$ cat src/rtl/appx_mul_pkg.sv
// Shared types for the 8x8 approximate multiplier: partial-product matrix layout,
// occupancy states of the front-end buffer, and the truncation column mask.
package appx_mul_pkg;

  localparam int W_OP = 8;

  typedef logic [W_OP-1:0] pp_row_t;
  typedef pp_row_t [W_OP-1:0] pp_mat_t;

  typedef enum logic [1:0] {
    OCC_EMPTY = 2'd0,
    OCC_ONE   = 2'd1,
    OCC_FULL  = 2'd2
  } occ_state_t;

  // Bit [i][j] is kept when its weight i+j reaches the truncation threshold.
  function automatic pp_mat_t pp_mask(input int trunc);
    pp_mat_t m;
    m = '0;
    for (int i = 0; i < W_OP; i++) begin
      for (int j = 0; j < W_OP; j++) begin
        m[i][j] = ((i + j) >= trunc);
      end
    end
    return m;
  endfunction

endpackage

$ cat src/rtl/appx_pp_stage_if.sv
// Operand/partial-product handshake bundle between the operand source, the
// partial-product stage and the downstream compressor tree.
interface appx_pp_stage_if #(
  parameter int W = 8
);
  logic           in_valid;
  logic           in_ready;
  logic [W-1:0]   a;
  logic [W-1:0]   b;
  logic           out_valid;
  logic           out_ready;
  logic [W*W-1:0] pp_o;
  logic [1:0]     occ;

  modport master (
    output in_valid, a, b, out_ready,
    input  in_ready, out_valid, pp_o, occ
  );

  modport slave (
    input  in_valid, a, b, out_ready,
    output in_ready, out_valid, pp_o, occ
  );
endinterface

$ cat src/rtl/appx_pp_fifo2.sv
// Generic 2-entry register FIFO with valid/ready on both sides. The head register
// drives the output directly, so an accepted word is visible one edge later.
module appx_pp_fifo2
  import appx_mul_pkg::*;
#(
  parameter int DATA_W = 64
) (
  input  logic              clk,
  input  logic              rst,
  input  logic              in_valid,
  output logic              in_ready,
  input  logic [DATA_W-1:0] in_data,
  output logic              out_valid,
  input  logic              out_ready,
  output logic [DATA_W-1:0] out_data,
  output logic [1:0]        occ
);

  occ_state_t        state, state_nxt;
  logic [DATA_W-1:0] head_p0;
  logic [DATA_W-1:0] tail_p0;
  logic              push, pop;
  logic              load_head, load_tail, head_from_tail;

  // Ready and valid come straight from state, never from the opposite side.
  assign in_ready  = (state != OCC_FULL);
  assign out_valid = (state != OCC_EMPTY);
  assign push      = in_valid & in_ready;
  assign pop       = out_valid & out_ready;
  assign occ       = state;
  assign out_data  = head_p0;

  always_ff @(posedge clk or posedge rst) begin
    if (rst) begin
      state <= OCC_EMPTY;
    end else begin
      state <= state_nxt;
    end
  end

  always_comb begin
    state_nxt      = state;
    load_head      = 1'b0;
    load_tail      = 1'b0;
    head_from_tail = 1'b0;
    case (state)
      OCC_EMPTY: begin
        if (push) begin
          state_nxt = OCC_ONE;
          load_head = 1'b1;
        end
      end
      OCC_ONE: begin
        // Simultaneous push/pop replaces the head in place: no bubble, no loss.
        if (push && pop) begin
          load_head = 1'b1;
        end else if (push) begin
          state_nxt = OCC_FULL;
          load_tail = 1'b1;
        end else if (pop) begin
          state_nxt = OCC_EMPTY;
        end
      end
      OCC_FULL: begin
        if (pop) begin
          state_nxt      = OCC_ONE;
          load_head      = 1'b1;
          head_from_tail = 1'b1;
        end
      end
      default: state_nxt = OCC_EMPTY;
    endcase
  end

  // ---- stage p0: head register (reset so the output reads zero after reset)
  always_ff @(posedge clk or posedge rst) begin
    if (rst) begin
      head_p0 <= '0;
    end else if (load_head) begin
      head_p0 <= head_from_tail ? tail_p0 : in_data;
    end
  end

  always_ff @(posedge clk) begin
    if (load_tail) begin
      tail_p0 <= in_data;
    end
  end

endmodule

$ cat src/rtl/appx_pp_stage.sv
// Front-end of the 8x8 approximate multiplier: AND partial-product array with
// optional low-column truncation, buffered into a 2-entry FIFO for the compressor tree.
module appx_pp_stage
  import appx_mul_pkg::*;
#(
  parameter int W     = 8,
  parameter int TRUNC = 0
) (
  input  logic            clk,
  input  logic            rst,
  appx_pp_stage_if.slave  bus
);

  localparam pp_mat_t MASK = pp_mask(TRUNC);

  pp_mat_t pp_raw;
  pp_mat_t pp_kept;

  always_comb begin
    pp_raw = '0;
    for (int i = 0; i < W; i++) begin
      for (int j = 0; j < W; j++) begin
        pp_raw[i][j] = bus.a[j] & bus.b[i];
      end
    end
  end

  assign pp_kept = pp_raw & MASK;

  appx_pp_fifo2 #(
    .DATA_W (W * W)
  ) u_fifo (
    .clk       (clk),
    .rst       (rst),
    .in_valid  (bus.in_valid),
    .in_ready  (bus.in_ready),
    .in_data   (pp_kept),
    .out_valid (bus.out_valid),
    .out_ready (bus.out_ready),
    .out_data  (bus.pp_o),
    .occ       (bus.occ)
  );

endmodule

$ cat src/flat_wrapper.sv
// flat-port wrapper written by rule: the top's interface ports become plain ports
module appx_pp_stage_flat import appx_mul_pkg::*;
#(
  parameter int W     = 8,
  parameter int TRUNC = 0
)
  (clk, rst, bus_in_valid, bus_a, bus_b, bus_out_ready, bus_in_ready, bus_out_valid, bus_pp_o, bus_occ);
  appx_pp_stage_if #(.W(W)) bus_i ();
  input  logic clk;
  input  logic rst;
  input wire logic [$bits(bus_i.in_valid)-1:0] bus_in_valid;
  input wire logic [$bits(bus_i.a)-1:0] bus_a;
  input wire logic [$bits(bus_i.b)-1:0] bus_b;
  input wire logic [$bits(bus_i.out_ready)-1:0] bus_out_ready;
  output wire logic [$bits(bus_i.in_ready)-1:0] bus_in_ready;
  output wire logic [$bits(bus_i.out_valid)-1:0] bus_out_valid;
  output wire logic [$bits(bus_i.pp_o)-1:0] bus_pp_o;
  output wire logic [$bits(bus_i.occ)-1:0] bus_occ;
  assign bus_i.in_valid = bus_in_valid;
  assign bus_i.a = bus_a;
  assign bus_i.b = bus_b;
  assign bus_i.out_ready = bus_out_ready;
  assign bus_in_ready = bus_i.in_ready;
  assign bus_out_valid = bus_i.out_valid;
  assign bus_pp_o = bus_i.pp_o;
  assign bus_occ = bus_i.occ;
  appx_pp_stage #(.W(W), .TRUNC(TRUNC)) u_core (.clk(clk), .rst(rst), .bus(bus_i));
endmodule
$ cat config.mk
export PLATFORM = sky130hd
export DESIGN_NAME = appx_pp_stage_flat
export DESIGN_NICKNAME = d
export VERILOG_FILES = /design/src/rtl/appx_mul_pkg.sv /design/src/rtl/appx_pp_stage_if.sv /design/src/rtl/appx_pp_fifo2.sv /design/src/rtl/appx_pp_stage.sv /design/src/flat_wrapper.sv
export SDC_FILE = /design/constraint.sdc
export NUM_CORES = 1
export LEC_CHECK = 0
export ABC_AREA = 0
export CAP_MARGIN = 15
export CORE_UTILIZATION = 30
export CTS_BUF_LIST = sky130_fd_sc_hd__clkbuf_8
export CTS_CLUSTER_SIZE = 12
export DETAILED_ROUTE_END_ITERATION = 6
export MAX_ROUTING_LAYER = met4
export PLACE_DENSITY = 0.56
export SETUP_SLACK_MARGIN = 0.15
export SLEW_MARGIN = 20
export SYNTH_ARGS = -nofsm -noshare
export SYNTH_HDL_FRONTEND = slang
export SYNTH_SLANG_ARGS = --single-unit
$ cat constraint.sdc
create_clock -name clk -period 10.1 [get_ports clk]
set_input_delay 1.01 -clock clk [delete_from_list [all_inputs] [get_ports clk]]
set_output_delay 1.01 -clock clk [all_outputs]
set_load 0.05 [all_outputs]
==> results.cfg <==
[run_status]
run_status = finished, final reports clean

[yosys]
synth_nets = 384
synth_simple_gate_area_share_pct = 16.2
dominant_combinational_cell_family_by_area_after_synthesis = simple AND/OR/NAND/NOR gates
area_share_of_the_largest_cell_type_after_synthesis_pct = 36.3
netlist-cell-type-count = 22
post_synth_inst_count = 364
synthXorXnorAreaFrac_pct = 0
sequential_fraction_of_the_synthesis_area_pct = 67.5
synth_area_leaders = sky130_fd_sc_hd__edfxtp_1, sky130_fd_sc_hd__dfrtp_1, sky130_fd_sc_hd__a221o_1, sky130_fd_sc_hd__and2_1, sky130_fd_sc_hd__and3_1
cell_type_with_the_highest_aggregate_area_in_the_netlist = sky130_fd_sc_hd__edfxtp_1
post_syn_area_per_cell_um2 = 14.5
synth.mux.area_fraction_pct = 0
synth_area_um2 = 5290
synth_compound_area_share_pct = 12.9
synth_fa_ha_area_share_pct = 0
yosys_register_bits = 130
ys.warnings.count = 0

[layout]
leading_cell_types_in_the_layout_fill_and_taps_excluded = sky130_fd_sc_hd__clkdlybuf4s50_1, sky130_fd_sc_hd__dfrtp_1
insertedDiodeCount = 0
proportion_of_layout_cells_with_a_drive_suffix_above_1_pct = 8.50
synthesis_to_finish_area_growth_pct = 26.9
layout.cell_area.non_filler_um2 = 6720
final_common_cell = sky130_fd_sc_hd__clkdlybuf4s50_1
layout.nets = 467
num-fill-cells = 1638

[clock_network]
worst_skew_pair.late_latency_ns = 0.43
htreeDepth = 4
cts_post_setup_buffers_inserted = 0
cts-root-to-sink-buffers = 2
clock-root-buffer = sky130_fd_sc_hd__clkbuf_8
hold_buffers = 0
clkSlewWorstSetupHoldPaths_ns = 0.07
cts_inserted_buffers = 17
cts_tree = done
number_of_clock_sinks_seen_by_cts = 130
cts-resized-gates = 0

[worst_setup_path]
worst_endpoint_data_arrival_time_ns = 3.63
timing.critical_path.from_type = input port
worstSetupEndpoint = u_core.u_fifo.out_data[2]
critPathKind = in -> reg
cp-startpoint = bus_out_ready
worstReg2RegEnd = u_core.u_fifo.out_data[2]
ff2ff_path_depth = 4
critPathCaptureType = register
cp.required_ns = 10.46
r2r-start = u_core.u_fifo.occ[0]
cp_max_fo = 68
rrSetupSlack_ns = 7.51

[power_and_ir_drop]
cellPowerDensity_nw_per_um2 = 246
power_leakage_nw = 2.82
power.ir.vdd_worst_mv = 0.159

[timing]
unrepaired_setup_endpoints_after_global_routing = no
worst_slew_pin_slew_ns = 0.917
clock_skew_ns = 0.00934
timing.final.crit_period_ns = 3.27
fin_hold_ws_ns = 0.477
finalSetupViolCount = 0
finalHoldViolCount = 0
timing.max_slew.rel_slack_pct = 38.8
layout_worst_path_cycle_share_pct = 32.4
totalNegativeSetupSlack_ns = 0
finalMaxSlewViolations = 0
max_clock_freq_mhz = 306

[floorplanning]
core_area_um2 = 17200
die-width_um = 135
rows = 48
io_pins = 88
initial_utilization_pct = 30.7
dieArea_um2 = 18200
die_height_um = 135

[global_route]
antenna_found_initial = 0
global_route_wire_length_before_repair_um = 20800
grt_start_max_net_pins = 69
grtUsageTotal_pct = 15.8
vias_in_the_first_global_route = 3586
grt_overflow_total = 0

[detailed_routing]
drtIter0Drc = 284
met3RoutedLength_um = 705
drt-pass1-iter-count = 5
drt_drc = 0
route.layer.met1.wl_um = 6190
dr_wl_met2_um = 6410
highest-signal-layer = met4
final_antenna_net_count = 0
post_drt_wl_per_cell_um = 19.8
num_vias = 3458
viasPerCell = 5.06
wirelength_um = 13500

[placement]
place.detailed.hpwl_um = 7600
number_of_buffers_added_on_ports = 87
placer_s_final_routability_congestion_estimate = 0.733
post_dp_cell_area_um2 = 6320

[run]
cap_viol_max_count = 0

[hold_path]
hold_class = reg -> reg
[metrics by stage]
stage / std cells / util, % / total power (W) / setup slack [ns]
finish: 684 / 39.0 / 0.00165 / 6.83
global route: 684 / 39.0 / 0.00172 / 6.67
CTS: 684 / 39.0 / 0.00167 / 6.84
detailed placement: 653 / 36.7 / 0.00122 / 6.40
global placement: 653 / 36.7 / 0.00121 / 6.51
floorplan: 364 / - / 0.00103 / 5.56
[cells in the mapped netlist (all sizes together)]
cell     instances
dfrtp           66
a221o           64
and2            64
and3            64
edfxtp          64
buf             15
clkbuf          12
a21oi            2
inv              2
nand2            2
nand2b           2
and3b            1
nor2             1
nor2b            1
o21ai            1
o22ai            1
o2bb2ai          1
or2              1
[sequential cells by signal, indices dropped and copies added, names as in the netlist]
name and flops:
u_core.u_fifo.occ 2, u_core.u_fifo.out_data 64, u_core.u_fifo.tail_p0 64
[how the worst min path moves through the flow]
stage                         startpoint                          to  cells after the start
2_1_floorplan   u_core.u_fifo.tail_p0[0]   u_core.u_fifo.out_data[0]                      1
3_3_place_gp   u_core.u_fifo.tail_p0[12]  u_core.u_fifo.out_data[12]                      1
3_5_place_dp   u_core.u_fifo.tail_p0[33]  u_core.u_fifo.out_data[33]                      1
4_1_cts        u_core.u_fifo.tail_p0[33]  u_core.u_fifo.out_data[33]                      1
5_1_grt        u_core.u_fifo.tail_p0[17]  u_core.u_fifo.out_data[17]                      1
6_report       u_core.u_fifo.tail_p0[33]  u_core.u_fifo.out_data[33]                      1
[worst max-delay path: stages]
cell and delay, ns:
sky130_fd_sc_hd__clkdlybuf4s50_1 0.49, sky130_fd_sc_hd__nand2b_4 0.48, sky130_fd_sc_hd__a21oi_4 0.86, sky130_fd_sc_hd__buf_4 0.50
sky130_fd_sc_hd__a221o_1 0.23
[cells by family (layout without fill, tap and decap cells)]
| group | Yosys count | count (layout) |
|---|---|---|
| compound gates | 69 | 69 |
| buf+inv | 29 | 124 |
| flops | 130 | 130 |
| simple gates | 136 | 136 |
[report_power, final]
| part | total, W | internal, W | switching [W] |
|---|---|---|---|
| registers | 0.000690 | 0.000637 | 0.0000531 |
| clock network | 0.000446 | 0.000254 | 0.000192 |
| logic | 0.000515 | 0.000176 | 0.000340 |
[routing by layer]
layer	GRT usage [%]	up-vias
li1	-	1585
met1	20.5	1733
met2	24.2	124
met3	4.13	16
met4	4.99	0
met5	-	-
[cell type report]
| type | count | area [um^2] | share of cell area [%] |
|---|---|---|---|
| clock inverters | 8 | 86.3 | 1.28 |
| multi-input cells | 205 | 1550 | 23.1 |
| repair buffers | 91 | 901 | 13.4 |
| well taps | 225 | 282 | 4.19 |
| inverters | 2 | 7.51 | 0.112 |
| clock buffers | 23 | 317 | 4.71 |
| flip-flops and latches | 130 | 3570 | 53.2 |
No activity file was read; power rests on OpenSTA's default activity.
==> patch, RTL diff (config.mk and constraints unchanged) <==
Make the reset (`rst`) synchronous in 2 clocked blocks.
--- a/src/rtl/appx_pp_fifo2.sv
+++ b/src/rtl/appx_pp_fifo2.sv
@@ -30,7 +30,7 @@
   assign occ       = state;
   assign out_data  = head_p0;
 
-  always_ff @(posedge clk or posedge rst) begin
+  always_ff @(posedge clk) begin
     if (rst) begin
       state <= OCC_EMPTY;
     end else begin
@@ -73,7 +73,7 @@
   end
 
   // ---- stage p0: head register (reset so the output reads zero after reset)
-  always_ff @(posedge clk or posedge rst) begin
+  always_ff @(posedge clk) begin
     if (rst) begin
       head_p0 <= '0;
     end else if (load_head) begin
Behaviour: differs if rst is asserted again (counterexample within 4 cycles, from zero or initial values and one cycle with rst high); with rst held inactive, the same outputs for 10 cycles.
==> patch against the unedited design <==
- the flow now finishes with violations (DRC)
- critical path depth unchanged
- routed wire length up 16%
- setup slack worse by 0.086 ns
- global-route usage up 0.86 points
- sequential cell count unchanged
- design area up 8.1%
- synthesized area up 12%
Power is not compared: it rests on default switching activity, and its combinational part moved more than twofold at a synthesized area within 25%.
==> patch: results (changes against the unedited design) <==
- Commonest cells in the netlist: nand2_1, dfxtp_1, and2_1, edfxtp_1, a211oi_1
- Violated checks: DRC
- Hold Path Stages: 2 (+1)
- Final Skew: 0.00919 ns (-0.000146 ns)
- Maximum number of pins on one net before global-route repair: 75 (+8.7%)
- Post-Syn Nets: 538 (+40%)
- Critical path endpoint: u_core.u_fifo.out_data[1]
- Routed wl met3: 721 um (+2.3%)
- Rel. slew slack: 25.5% (-13 points)
- Share of post-route cells with drive strength above 1: 16.9% (+8.4 points)
- Gr usage total: 16.7% (+0.86 points)
- Grt met2 use: 26.8% (+2.6 points)
- Post-Place Cells: 825 (+26%)
- FF-to-FF Start: u_core.u_fifo.occ[1]
- Hpwl dp: 8690 um (+14%)
- Register area share after synthesis: 54.7% (-13 points)
- # DRC: 2 (+2)
- Cells after synthesis: 518 (+42%)
- Final net count: 599 (+28%)
- GPL Wtd Cong: 0.728 (-0.72%)
- Vias in the first global route: 4454 (+24%)
- Max FO, Critical Path: 64 (-5.9%)
- Overall power: 1.24 mW
- Dominant synthesized flop cell: dfxtp_1
- Fin crit share: 33.3% (+0.85 points)
- Status: complete, but fails checks
- Post-synthesis compound-gate area fraction: 24.4% (+12 points)
## patch: cell types whose count changed in the layout (fill, tap and decap cells not counted), sizes merged, moves of 63 or more
| cell | change |
|---|---|
| dfrtp | -66 |
| a211oi | +63 |
| a311oi | +63 |
| a221o | -64 |
| and3 | -64 |
| dfxtp | +66 |
| nand2 | +125 |
## patch: worst max-delay path, cell delays in order
cell	delay (ns)
clkdlybuf4s50_1	0.63
nand2b_2	0.17
buf_4	0.61
a21o_4	0.93
a311oi_1	0.22
## patch: layout make-up
class                   count  area (um^2)
flip-flops and latches    130         3240
clock buffers              22          303
inverters                   2         7.51
repair buffers             92          906
multi-input cells         336         2430
well taps                 265          332
clock inverters            10         43.8
fillers                  1920        12100
## patch: metrics by stage
stage	hold WS [ns]	cell area, um^2	util [%]
2_1_floorplan	0.525	5930	-
3_3_place_gp	0.540	6920	35.7
3_5_place_dp	0.541	6920	35.7
4_1_cts	0.559	7270	37.5
5_1_grt	0.588	7270	37.5
6_report	0.562	7270	37.5
